**src/rtl/spram_fifo_ctrl.sv**
```systemverilog
// Circular-buffer FIFO controller that sits in front of a 64x16 single-port
// write-first RAM. It turns a valid/ready write stream and a valid/ready read
// stream into one RAM access per cycle. Reads take priority over writes.
// Read data is caught in an output register, because a later write-first
// access overwrites the RAM's DO.
module spram_fifo_ctrl #(
    parameter int DATA_W = 16,
    parameter int ADDR_W = 6,
    parameter int DEPTH  = 64
) (
    input  logic              CLK,
    input  logic              rst_n,
    input  logic              wr_valid,
    input  logic [DATA_W-1:0] wr_data,
    output logic              wr_ready,
    output logic              rd_valid,
    output logic [DATA_W-1:0] rd_data,
    input  logic              rd_ready,
    output logic [ADDR_W:0]   count,
    output logic              full,
    output logic              empty,
    output logic              ram_en,
    output logic              ram_we,
    output logic [ADDR_W-1:0] ram_addr,
    output logic [DATA_W-1:0] ram_di,
    input  logic [DATA_W-1:0] ram_do
);

    localparam logic [ADDR_W:0] DEPTH_C = (ADDR_W+1)'(DEPTH);

    logic [ADDR_W-1:0] wr_ptr, rd_ptr;
    logic [ADDR_W:0]   mem_cnt;
    logic              inflight;
    logic              out_valid;
    logic [DATA_W-1:0] out_data;

    logic rd_issue, push, pop;

    // Occupancy counts every word the block owns: those still in the RAM,
    // one read on its way back, and the output register.
    always_comb begin
        count = mem_cnt + (ADDR_W+1)'(inflight) + (ADDR_W+1)'(out_valid);
        full  = (count == DEPTH_C);
        empty = (count == '0);
    end

    // Issue and handshake decisions. Only one read is in flight at a time,
    // and it goes out when the output register is free or is being drained.
    // wr_ready is built from state and rd_ready only, so it never depends
    // on wr_valid.
    always_comb begin
        pop      = out_valid & rd_ready;
        rd_issue = rst_n & (mem_cnt != '0) & ~inflight & (~out_valid | rd_ready);
        wr_ready = rst_n & ~full & ~rd_issue;
        push     = wr_valid & wr_ready;
    end

    // RAM port drive. rd_issue and push never fire together.
    always_comb begin
        ram_en   = 1'b0;
        ram_we   = 1'b0;
        ram_addr = '0;
        ram_di   = wr_data;
        if (rd_issue) begin
            ram_en   = 1'b1;
            ram_addr = rd_ptr;
        end else if (push) begin
            ram_en   = 1'b1;
            ram_we   = 1'b1;
            ram_addr = wr_ptr;
        end
    end

    // Pointers and the RAM word count. The pointers wrap naturally at DEPTH.
    always_ff @(posedge CLK) begin
        if (!rst_n) begin
            wr_ptr   <= '0;
            rd_ptr   <= '0;
            mem_cnt  <= '0;
            inflight <= 1'b0;
        end else begin
            if (push)     wr_ptr <= wr_ptr + ADDR_W'(1);
            if (rd_issue) rd_ptr <= rd_ptr + ADDR_W'(1);
            case ({push, rd_issue})
                2'b10:   mem_cnt <= mem_cnt + (ADDR_W+1)'(1);
                2'b01:   mem_cnt <= mem_cnt - (ADDR_W+1)'(1);
                default: mem_cnt <= mem_cnt;
            endcase
            inflight <= rd_issue;
        end
    end

    // Output register. RAM DO is valid for one cycle after a read, so it is
    // captured then. A pop with nothing returning empties the register.
    always_ff @(posedge CLK) begin
        if (!rst_n) begin
            out_valid <= 1'b0;
            out_data  <= '0;
        end else if (inflight) begin
            out_valid <= 1'b1;
            out_data  <= ram_do;
        end else if (pop) begin
            out_valid <= 1'b0;
        end
    end

    assign rd_valid = out_valid;
    assign rd_data  = out_data;

endmodule

```
**config.mk**
```make
export PLATFORM = sky130hd
export DESIGN_NAME = spram_fifo_ctrl
export DESIGN_NICKNAME = d
export VERILOG_FILES = /design/src/rtl/spram_fifo_ctrl.sv
export SDC_FILE = /design/constraint.sdc
export NUM_CORES = 1
export LEC_CHECK = 0
export BUFFER_PORTS_ARGS = -buffer_cell sky130_fd_sc_hd__buf_2
export CAP_MARGIN = 40
export CORE_AREA = 2 2 81 83
export CTS_CLUSTER_DIAMETER = 40
export DETAILED_ROUTE_END_ITERATION = 16
export DIE_AREA = 0 0 83 85
export PLACE_DENSITY = 0.67
export REMOVE_ABC_BUFFERS = 1
export SETUP_SLACK_MARGIN = 0.3
export SYNTH_ARGS = -nofsm -noshare
export SYNTH_HDL_FRONTEND = slang
export SYNTH_SLANG_ARGS = --single-unit
export TNS_END_PERCENT = 100
```
**constraint.sdc**
```tcl
create_clock -name CLK -period 12.5 [get_ports CLK]
set_input_delay 0.625 -clock CLK [delete_from_list [all_inputs] [get_ports CLK]]
set_output_delay 0.625 -clock CLK [all_outputs]
set_load 0.01 [all_outputs]
```
==> results.toml, run 1 <==
[grt]
grt.busiest_layer = "met2"
antenna_found_initial = 0
grtUsageTotal_pct = 14.30
grt_use_met3_pct = 5.156
grt_pass1_wl_um = 8155
met2_usage_pct = 21.92
grt_pass1_vias = 1765
use_met1_pct = 17.87
grt_max_degree = 48
grt-ovfl-total = 0

[cts]
clk_pin_slew_ns = 0.08
postCtsSetupRepairBufs = 0
cts_sinks = 37
root_buffer = "clkbuf_8"
cts.hold.buffers_added = 0
cts-resized-gates = 0
clk_latency_ns = 0.29
htree_levels = 2
cts_tree = "done"
numCtsBuffers = 5
cts_buffer_depth = 2

[timing]
rsz0062_at_grt = "no"
worstMarginPinSlew_ns = 0.6598
fmax_mhz = 218.7
fin_ws_ns = 7.927
slew_headroom_pct = 56.01
period_share_pct = 36.58
hold_viol = 0
setup_violations = 0
slew_viol_final = 0
timing.setup.tns_ns = 0
fin_hold_ws_ns = 0.4757
clock_skew_ns = 0.005428
period_minus_slack_ns = 4.573

[pwr]
p_leak_nw = 1.107
powerDensity_nw_per_um2 = 212.3
peakVddDrop_mv = 0.1031

[die]
fp.dieW_um = 83
start_util_pct = 37.00
dieHeight_um = 85
rows = 29
dieArea_um2 = 7055
coreArea_um2 = 6205
io_pins = 87

[hold_path]
hold_path.class = "reg -> reg"

[critical_path]
end_kind = "flop"
critPathKind = "reg -> reg"
cp.arrival_ns = 4.80
required_ns = 12.72
crit_path_max_fanout = 10
startpoint_type = "flop"

[logic_synthesis]
yosys_warnings = 0
syn_inst = 258
ys_types = 49
syn_avg_cell_area_um2 = 8.899
async_flop_share_pct = 0
synth_seq_cells = 37
synthesis.area_um2 = 2296
synth_flop_cell = "dfxtp_1"
synth-edff-count = 0
ys_seq_area_share_pct = 32.26

[route]
wl_per_cell_um = 13.29
first_pass_iters = 4
drt_iter0_markers = 78
routed_wl_um = 4865
via_count = 1836
drc = 0
ant_nets = 0
vias_per_cell = 5.016

[cells_and_area]
area_growth_pct = 11.55
fin_nets = 337
drive_gt1_share_pct = 24.22
fillCellCount = 629
antenna_cells = 0

[place]
place_congestion = 0.7267
dp_hpwl_um = 3504
dp_slack_ns = 7.948
port_buffers = 54

[job]
maxCapViolCount = 0

[outcome]
outcome = "finished clean"
## cell usage in the layout, fill, tap and decap left out, drive strengths merged, types with 2 or more instances in the layout
| cell | Yosys | layout |
|---|---|---|
| buf | 20 | 55 |
| dfxtp | 37 | 37 |
| nand2 | 28 | 28 |
| mux2i | 19 | 19 |
| nor2b | 18 | 18 |
| o21ai | 12 | 12 |
| and2 | 11 | 11 |
| ha | 11 | 11 |
| xor2 | 9 | 9 |
| inv | 9 | 9 |
| nand3 | 7 | 7 |
| clkbuf | 12 | 6 |
| xnor2 | 5 | 5 |
| nor2 | 5 | 5 |
| o31ai | 5 | 5 |
| nand4 | 4 | 4 |
| nand2b | 4 | 4 |
| or4 | 4 | 4 |
| nor3 | 3 | 3 |
| a21boi | 3 | 3 |
| nor3b | 3 | 3 |
| nor4 | 3 | 3 |
| o211ai | 2 | 2 |
| or3 | 2 | 2 |
| nor4bb | 2 | 2 |
| a2bb2oi | 2 | 2 |
| a31oi | 2 | 2 |
| a21oi | 2 | 2 |
| fa | 2 | 2 |
| clkinv | 0 | 2 |
| a211oi | 2 | 2 |
## Yosys cell counts (2+ instances only)
library cell | count | area share, %
dfxtp_1 | 37 | 32
nand2_1 | 28 | 4.6
mux2i_1 | 19 | 8.3
nor2b_1 | 18 | 4.9
buf_4 | 17 | 5.6
clkbuf_1 | 12 | 2.0
o21ai_0 | 12 | 2.6
and2_1 | 11 | 3.0
ha_1 | 11 | 6.0
xor2_1 | 9 | 3.4
inv_1 | 8 | 1.3
nand3_1 | 7 | 1.5
nor2_1 | 5 | 0.82
o31ai_1 | 5 | 1.6
xnor2_1 | 5 | 1.9
nand2b_1 | 4 | 1.1
nand4_1 | 4 | 1.1
nor3_1 | 3 | 0.65
or4_1 | 3 | 0.98
a21boi_1 | 2 | 0.65
a21oi_1 | 2 | 0.44
a2bb2oi_1 | 2 | 0.76
a31oi_1 | 2 | 0.54
buf_6 | 2 | 0.98
fa_1 | 2 | 1.7
nor3b_1 | 2 | 0.65
nor4bb_1 | 2 | 0.87
o211ai_1 | 2 | 0.65
or3_1 | 2 | 0.54
## where the power goes
part	internal, mW	switching [mW]	leakage (nW)
clock	0.0386	0.0427	0.0450
combinational	0.124	0.162	0.761
sequential	0.141	0.0350	0.301
total	0.304	0.240	1.11
## cell type report
class	count	area, um2	area share (%)
tap	77	96.34	3.762
timing repair buffer	55	285.3	11.14
multi-input combinational	180	1323	51.64
sequential	37	740.7	28.92
clock inverter	2	10.01	0.3908
inverter	9	33.78	1.319
clock buffer	6	72.57	2.833
## worst paths after layout
check                  from          to  slack, ns  cells after the start
setup / recovery   inflight  mem_cnt[6]       7.93                     14
hold / removal    wr_ptr[5]   wr_ptr[5]       0.48                      2
setup reg to reg   inflight  mem_cnt[6]       7.93                     14
hold reg to reg   wr_ptr[5]   wr_ptr[5]       0.48                      2
## flip-flops by register name, indices dropped and copies added (netlist names)
name,count
mem_cnt,7
rd_valid,1
rd_data,16
inflight,1
rd_ptr,6
wr_ptr,6
## cells by family (layout without fill, tap and decap cells)
group	Yosys count	count (layout)	share of synthesized area (%)
simple gates	98	98	25.23
buf+inv	41	72	10.14
flops	37	37	32.26
compound gates	36	36	11.01
mux	19	19	8.283
xor+xnor	14	14	5.341
fa+ha+maj	13	13	7.738
## critical path, stage by stage, from the launching register on
cell and delay (ns):
dfxtp_1 0.47, fa_1 0.48, ha_1 0.32, or4_1 0.48, a2bb2oi_1 0.18, a211oi_4 0.46, nor3b_4 0.10, nand2_1 0.11
ha_1 0.40, ha_1 0.34, nor2b_1 0.15, o31a_1 0.27, or3_1 0.37, a31o_2 0.23, a21boi_0 0.14
## stage by stage
step / util, % / total power, mW / std cells / cell area (um2)
2_1_floorplan: - / 0.3813 / 226 / 2097
3_3_place_gp: 39.71 / 0.4571 / 357 / 2464
3_5_place_dp: 39.95 / 0.4638 / 358 / 2479
4_1_cts: 41.28 / 0.5489 / 366 / 2561
5_1_grt: 41.28 / 0.5888 / 366 / 2561
6_report: 41.28 / 0.5436 / 366 / 2561
## metal layers
layer	vias to the layer above	share of wire, %
met5	-	0
met4	0	1.6
met1	831	46
li1	929	-
met2	69	44
met3	7	7.7
(Power assumes the default switching activity.)
==> run 2: changes to the inputs <==
==> constraint.sdc (replaced) <==
create_clock -name CLK -period 4.4 [get_ports CLK]
set_input_delay 0.22 -clock CLK [delete_from_list [all_inputs] [get_ports CLK]]
set_output_delay 0.22 -clock CLK [all_outputs]
set_load 0.01 [all_outputs]
==> results.toml, run 2 (synthesized netlist as in run 1, its figures left out) <==
[outcome]
outcome = "finished clean"

[cells_and_area]
area_growth_pct = 15.64
fin_nets = 343
fin_util_pct = 42.79
mostFrequentLayoutCells = "buf_2 (54), dfxtp_1 (37), nand2_1 (28)"
fin_area_um2 = 2655
drive_gt1_share_pct = 26.78
antenna_cells = 0
largest_register_ff_count = 16
final_common_cell = "buf_2"

[place]
place_congestion = 0.7947
place_area_um2 = 2509
dp_hpwl_um = 3677
port_buffers = 54

[critical_path]
cp.arrival_ns = 4.17
startpoint_type = "flop"
required_ns = 4.62
crit_path_max_fanout = 5
critPathKind = "reg -> reg"
end_kind = "flop"
rrSetupSlack_ns = 0.45

[cts]
cts_buffer_depth = 2
cts.hold.buffers_added = 0
cts_sinks = 37
cts_tree = "done"
clk_latency_ns = 0.29
numCtsBuffers = 5
root_buffer = "clkbuf_8"
clk_pin_slew_ns = 0.08
htree_levels = 2

[grt]
grt_pass1_wl_um = 8321
antenna_found_initial = 0
grt_pass1_vias = 1795
grtUsageTotal_pct = 14.44
grt_max_degree = 47
grt-ovfl-total = 0

[pwr]
p_int_mw = 1.008
pwr-share-seq_pct = 28.8
combPwrFrac_pct = 50.5
clockPowerShare_pct = 20.7
powerDensity_nw_per_um2 = 641.5
peakVddDrop_mv = 0.2850
switching_power_uw = 695.2
swShare_pct = 40.82
p_leak_nw = 1.155

[route]
wl_met2_um = 2255
first_pass_iters = 4
routed_wl_um = 4987
via_count = 1857
highest_layer = "met4"
drc = 0
drt_iter0_markers = 57
dr_wl_met3_um = 361
vias_per_cell = 4.992
ant_nets = 0
wl_per_cell_um = 13.41
wl_met1_um = 2320

[timing]
hold_viol = 0
period_share_pct = 89.73
period_minus_slack_ns = 3.948
rsz0062_at_grt = "no"
slew_headroom_pct = 68.91
setup_violations = 0
clock_skew_ns = 0.005668
slew_viol_final = 0
worstMarginPinSlew_ns = 0.4658
fmax_mhz = 253.3

[hold_path]
hold_path.class = "in -> reg"

[die]
coreArea_um2 = 6205
rows = 29
dieHeight_um = 85
dieArea_um2 = 7055
start_util_pct = 37.00
fp.dieW_um = 83
io_pins = 87

[job]
maxCapViolCount = 0
run 2: cell count changes in the layout (fill, tap and decap cells not counted), sizes merged:
cell    before  now
bufinv       0    2
clkbuf       6    5
clkinv       2    1
buf         55   61
run 2: through the flow:
step	setup TNS (ns)	worst slack, ns	hold WS, ns	cells	total power [mW]
floorplan	-0.1346	-0.1346	0.3417	226	1.083
global placement	0	0.4604	0.4402	363	1.337
detailed placement	0	0.3206	0.4402	363	1.356
CTS	0	0.3219	0.1827	371	1.715
global route	0	0.2809	0.1932	372	1.835
finish	0	0.4518	0.1872	372	1.703
run 2: critical path, stage by stage (launching register included):
cell,delay (ns)
dfxtp_1,0.37
fa_2,0.39
ha_1,0.32
or4_1,0.49
a2bb2oi_1,0.18
a211oi_4,0.24
nor3b_4,0.09
nand2_1,0.11
ha_2,0.22
ha_1,0.27
nor2b_1,0.15
o31a_1,0.26
or3_1,0.37
a31o_2,0.24
a21boi_0,0.18
run 2: metal layers:
| metal | vias up | GRT usage (%) |
|---|---|---|
| met1 | 844 | 17.99 |
| met4 | 0 | 4.024 |
| met3 | 5 | 6.323 |
| li1 | 942 | - |
| met2 | 66 | 22.87 |
| met5 | - | 0 |
run 2: final cells by class:
type / instances / area (um2)
Sequential cell: 37 / 740.7
Timing Repair Buffer: 61 / 322.8
Clock inverter: 3 / 65.06
Multi-Input combinational cell: 180 / 1328
Inverter: 9 / 33.78
Fill cell: 620 / 3550
Tap cell: 77 / 96.34
Clock buffer: 5 / 68.82
run 2: what timing repair did:
| item | in CTS | in global routing |
|---|---|---|
| hold endpoints to repair | 0 | 0 |
| setup endpoints to repair | 1 | 2 |
| resized for setup | 1 | 1 |
| pin swaps | 0 | 1 |
| buffers inserted | 0 | 1 |
run 2: final timing paths:
| check | from | end | cells past startpoint |
|---|---|---|---|
| setup / recovery | mem_cnt[0] | mem_cnt[6] | 14 |
| hold reg to reg | wr_ptr[5] | wr_ptr[5] | 2 |
| setup reg to reg | mem_cnt[0] | mem_cnt[6] | 14 |
| hold / removal | ram_do[11] | rd_data[11] | 3 |
run 2: power groups by stage:
stage               combinational, mW  clock (mW)  sequential (mW)
floorplan                       0.583           0            0.501
global placement                0.843           0            0.494
detailed placement              0.858           0            0.499
CTS                             0.865       0.360            0.491
global route                    0.963       0.370            0.502
finish                          0.860       0.352            0.491
==> run 3: changes to the inputs <==
--- a/config.mk
+++ b/config.mk
@@ -11,6 +11,7 @@
 export CTS_CLUSTER_DIAMETER = 40
 export DETAILED_ROUTE_END_ITERATION = 16
 export DIE_AREA = 0 0 83 85
+export GPL_ROUTABILITY_DRIVEN = 0
 export PLACE_DENSITY = 0.67
 export REMOVE_ABC_BUFFERS = 1
 export SETUP_SLACK_MARGIN = 0.3
==> constraint.sdc (replaced) <==
create_clock -name CLK -period 4.7 [get_ports CLK]
set_input_delay 0.235 -clock CLK [delete_from_list [all_inputs] [get_ports CLK]]
set_output_delay 0.235 -clock CLK [all_outputs]
set_load 0.01 [all_outputs]
==> results.toml, run 3 (synthesized netlist as in run 1, its figures left out) <==
[cts]
clk_latency_ns = 0.30
numCtsBuffers = 5
cts.hold.buffers_added = 0
cts_tree = "done"
cts_sinks = 37
postCtsSetupRepairBufs = 0
htree_levels = 2
root_buffer = "clkbuf_8"
clk_pin_slew_ns = 0.09
cts_buffer_depth = 2

[route]
routed_wl_um = 4943
drt_iter0_markers = 43
ant_nets = 0
via_count = 1873
vias_per_cell = 5.076
first_pass_iters = 4
wl_per_cell_um = 13.40
drc = 0

[outcome]
outcome = "finished clean"

[pwr]
p_leak_nw = 1.128
powerDensity_nw_per_um2 = 583.4
peakVddDrop_mv = 0.4198

[cells_and_area]
final_common_cell = "buf_2"
fin_area_um2 = 2611
largest_register_ff_count = 16
mostFrequentLayoutCells = "buf_2 (54), dfxtp_1 (37), nand2_1 (28)"
fin_nets = 340
drive_gt1_share_pct = 25.68
area_growth_pct = 13.73
antenna_cells = 0

[critical_path]
crit_chain = "fa_1 -> ha_1 -> or4_1 -> a2bb2oi_1 -> a211oi_4 -> nor3b_4 -> nand2_1 -> ha_2 -> ha_1 -> nor2b_1 -> o31a_1 -> or3_1 -> a31o_2 -> a21boi_0"
crit_top_cell = "ha_1"
required_ns = 4.92
critPathKind = "reg -> reg"
cp.arrival_ns = 4.41
critPathSlowestCell = "or4_1"
max_stage_delay_ns = 0.49
startpoint_type = "flop"
crit_path_max_fanout = 10
end_kind = "flop"

[timing]
fin_hold_ws_ns = 0.2050
setup_violations = 0
period_share_pct = 89.02
period_minus_slack_ns = 4.184
clock_skew_ns = 0.01418
timing.setup.tns_ns = 0
slew_viol_final = 0
rsz0062_at_grt = "no"
worstMarginPinSlew_ns = 0.4711
slew_headroom_pct = 68.59
hold_viol = 0
fmax_mhz = 239.0

[place]
place_area_um2 = 2494
port_buffers = 54
dp_hpwl_um = 3582

[grt]
grt_pass1_vias = 1867
met2_usage_pct = 23.61
grt.busiest_layer = "met2"
grt_max_degree = 47
grt_pass1_wl_um = 8445
grt_use_met3_pct = 5.934
grt-ovfl-total = 0
grtUsageTotal_pct = 14.54
antenna_found_initial = 0
use_met1_pct = 17.74

[die]
fp.dieW_um = 83
rows = 29
dieArea_um2 = 7055
dieHeight_um = 85
io_pins = 87
coreArea_um2 = 6205
start_util_pct = 37.00

[job]
maxCapViolCount = 0

[hold_path]
hold_path.class = "in -> reg"
run 3: changes by cell type in the layout (fill, tap and decap cells not counted), sizes merged:
cell,previous run,this run
clkinvlp,0,1
bufinv,2,1
buf,61,58
run 3: area by class of cell:
cell class                      count  area [um2]
Timing Repair Buffer               58       300.3
Inverter                            9       33.78
Clock inverter                      3       46.29
Multi-Input combinational cell    180        1325
Fill cell                         617        3593
Sequential cell                    37       740.7
Clock buffer                        5       68.82
Tap cell                           77       96.34
run 3: final timing paths:
check,start,endpoint,slack (ns),depth (start not counted)
setup / recovery,mem_cnt[0],mem_cnt[6],0.52,14
hold / removal,ram_do[11],rd_data[11],0.21,3
setup reg to reg,mem_cnt[0],mem_cnt[6],0.52,14
hold reg to reg,wr_ptr[5],wr_ptr[5],0.48,2
run 3: worst max-delay path, delay by kind of cell (launching register included):
kind | cells | cell delay, ns
AOI/OAI and AO/OA | 5 | 1.12
adders and majority gates | 4 | 1.39
and+or+nand+nor | 5 | 1.22
DFF | 1 | 0.38
run 3: routing by layer:
layer  routed length [um]  vias to the layer above  share of wire [%]
li1                     -                      935                  -
met1                 2303                      863                 47
met2                 2240                       69                 45
met3                  353                        6                7.1
met4                   46                        0               0.93
met5                    0                        -                  0
run 3: timing repair:
item / 4_1_cts / 5_1_grt
endpoints found under the setup margin: 0 / 1
endpoints found under the hold margin: 0 / 0
gates resized for setup: 0 / 1
run 3: power by group:
group,internal [mW],switching [mW]
Combinational,0.341,0.443
Sequential,0.374,0.0830
Clock,0.159,0.124
run 3: per-stage QoR:
stage               std cells  util (%)  total power, mW  worst slack, ns
global route              369     42.09            1.656           0.3197
floorplan                 226         -            1.014           0.1654
global placement          361     40.19            1.234           0.5858
CTS                       369     42.04            1.530           0.4175
detailed placement        361     40.19            1.240           0.4572
finish                    369     42.09            1.523           0.5159
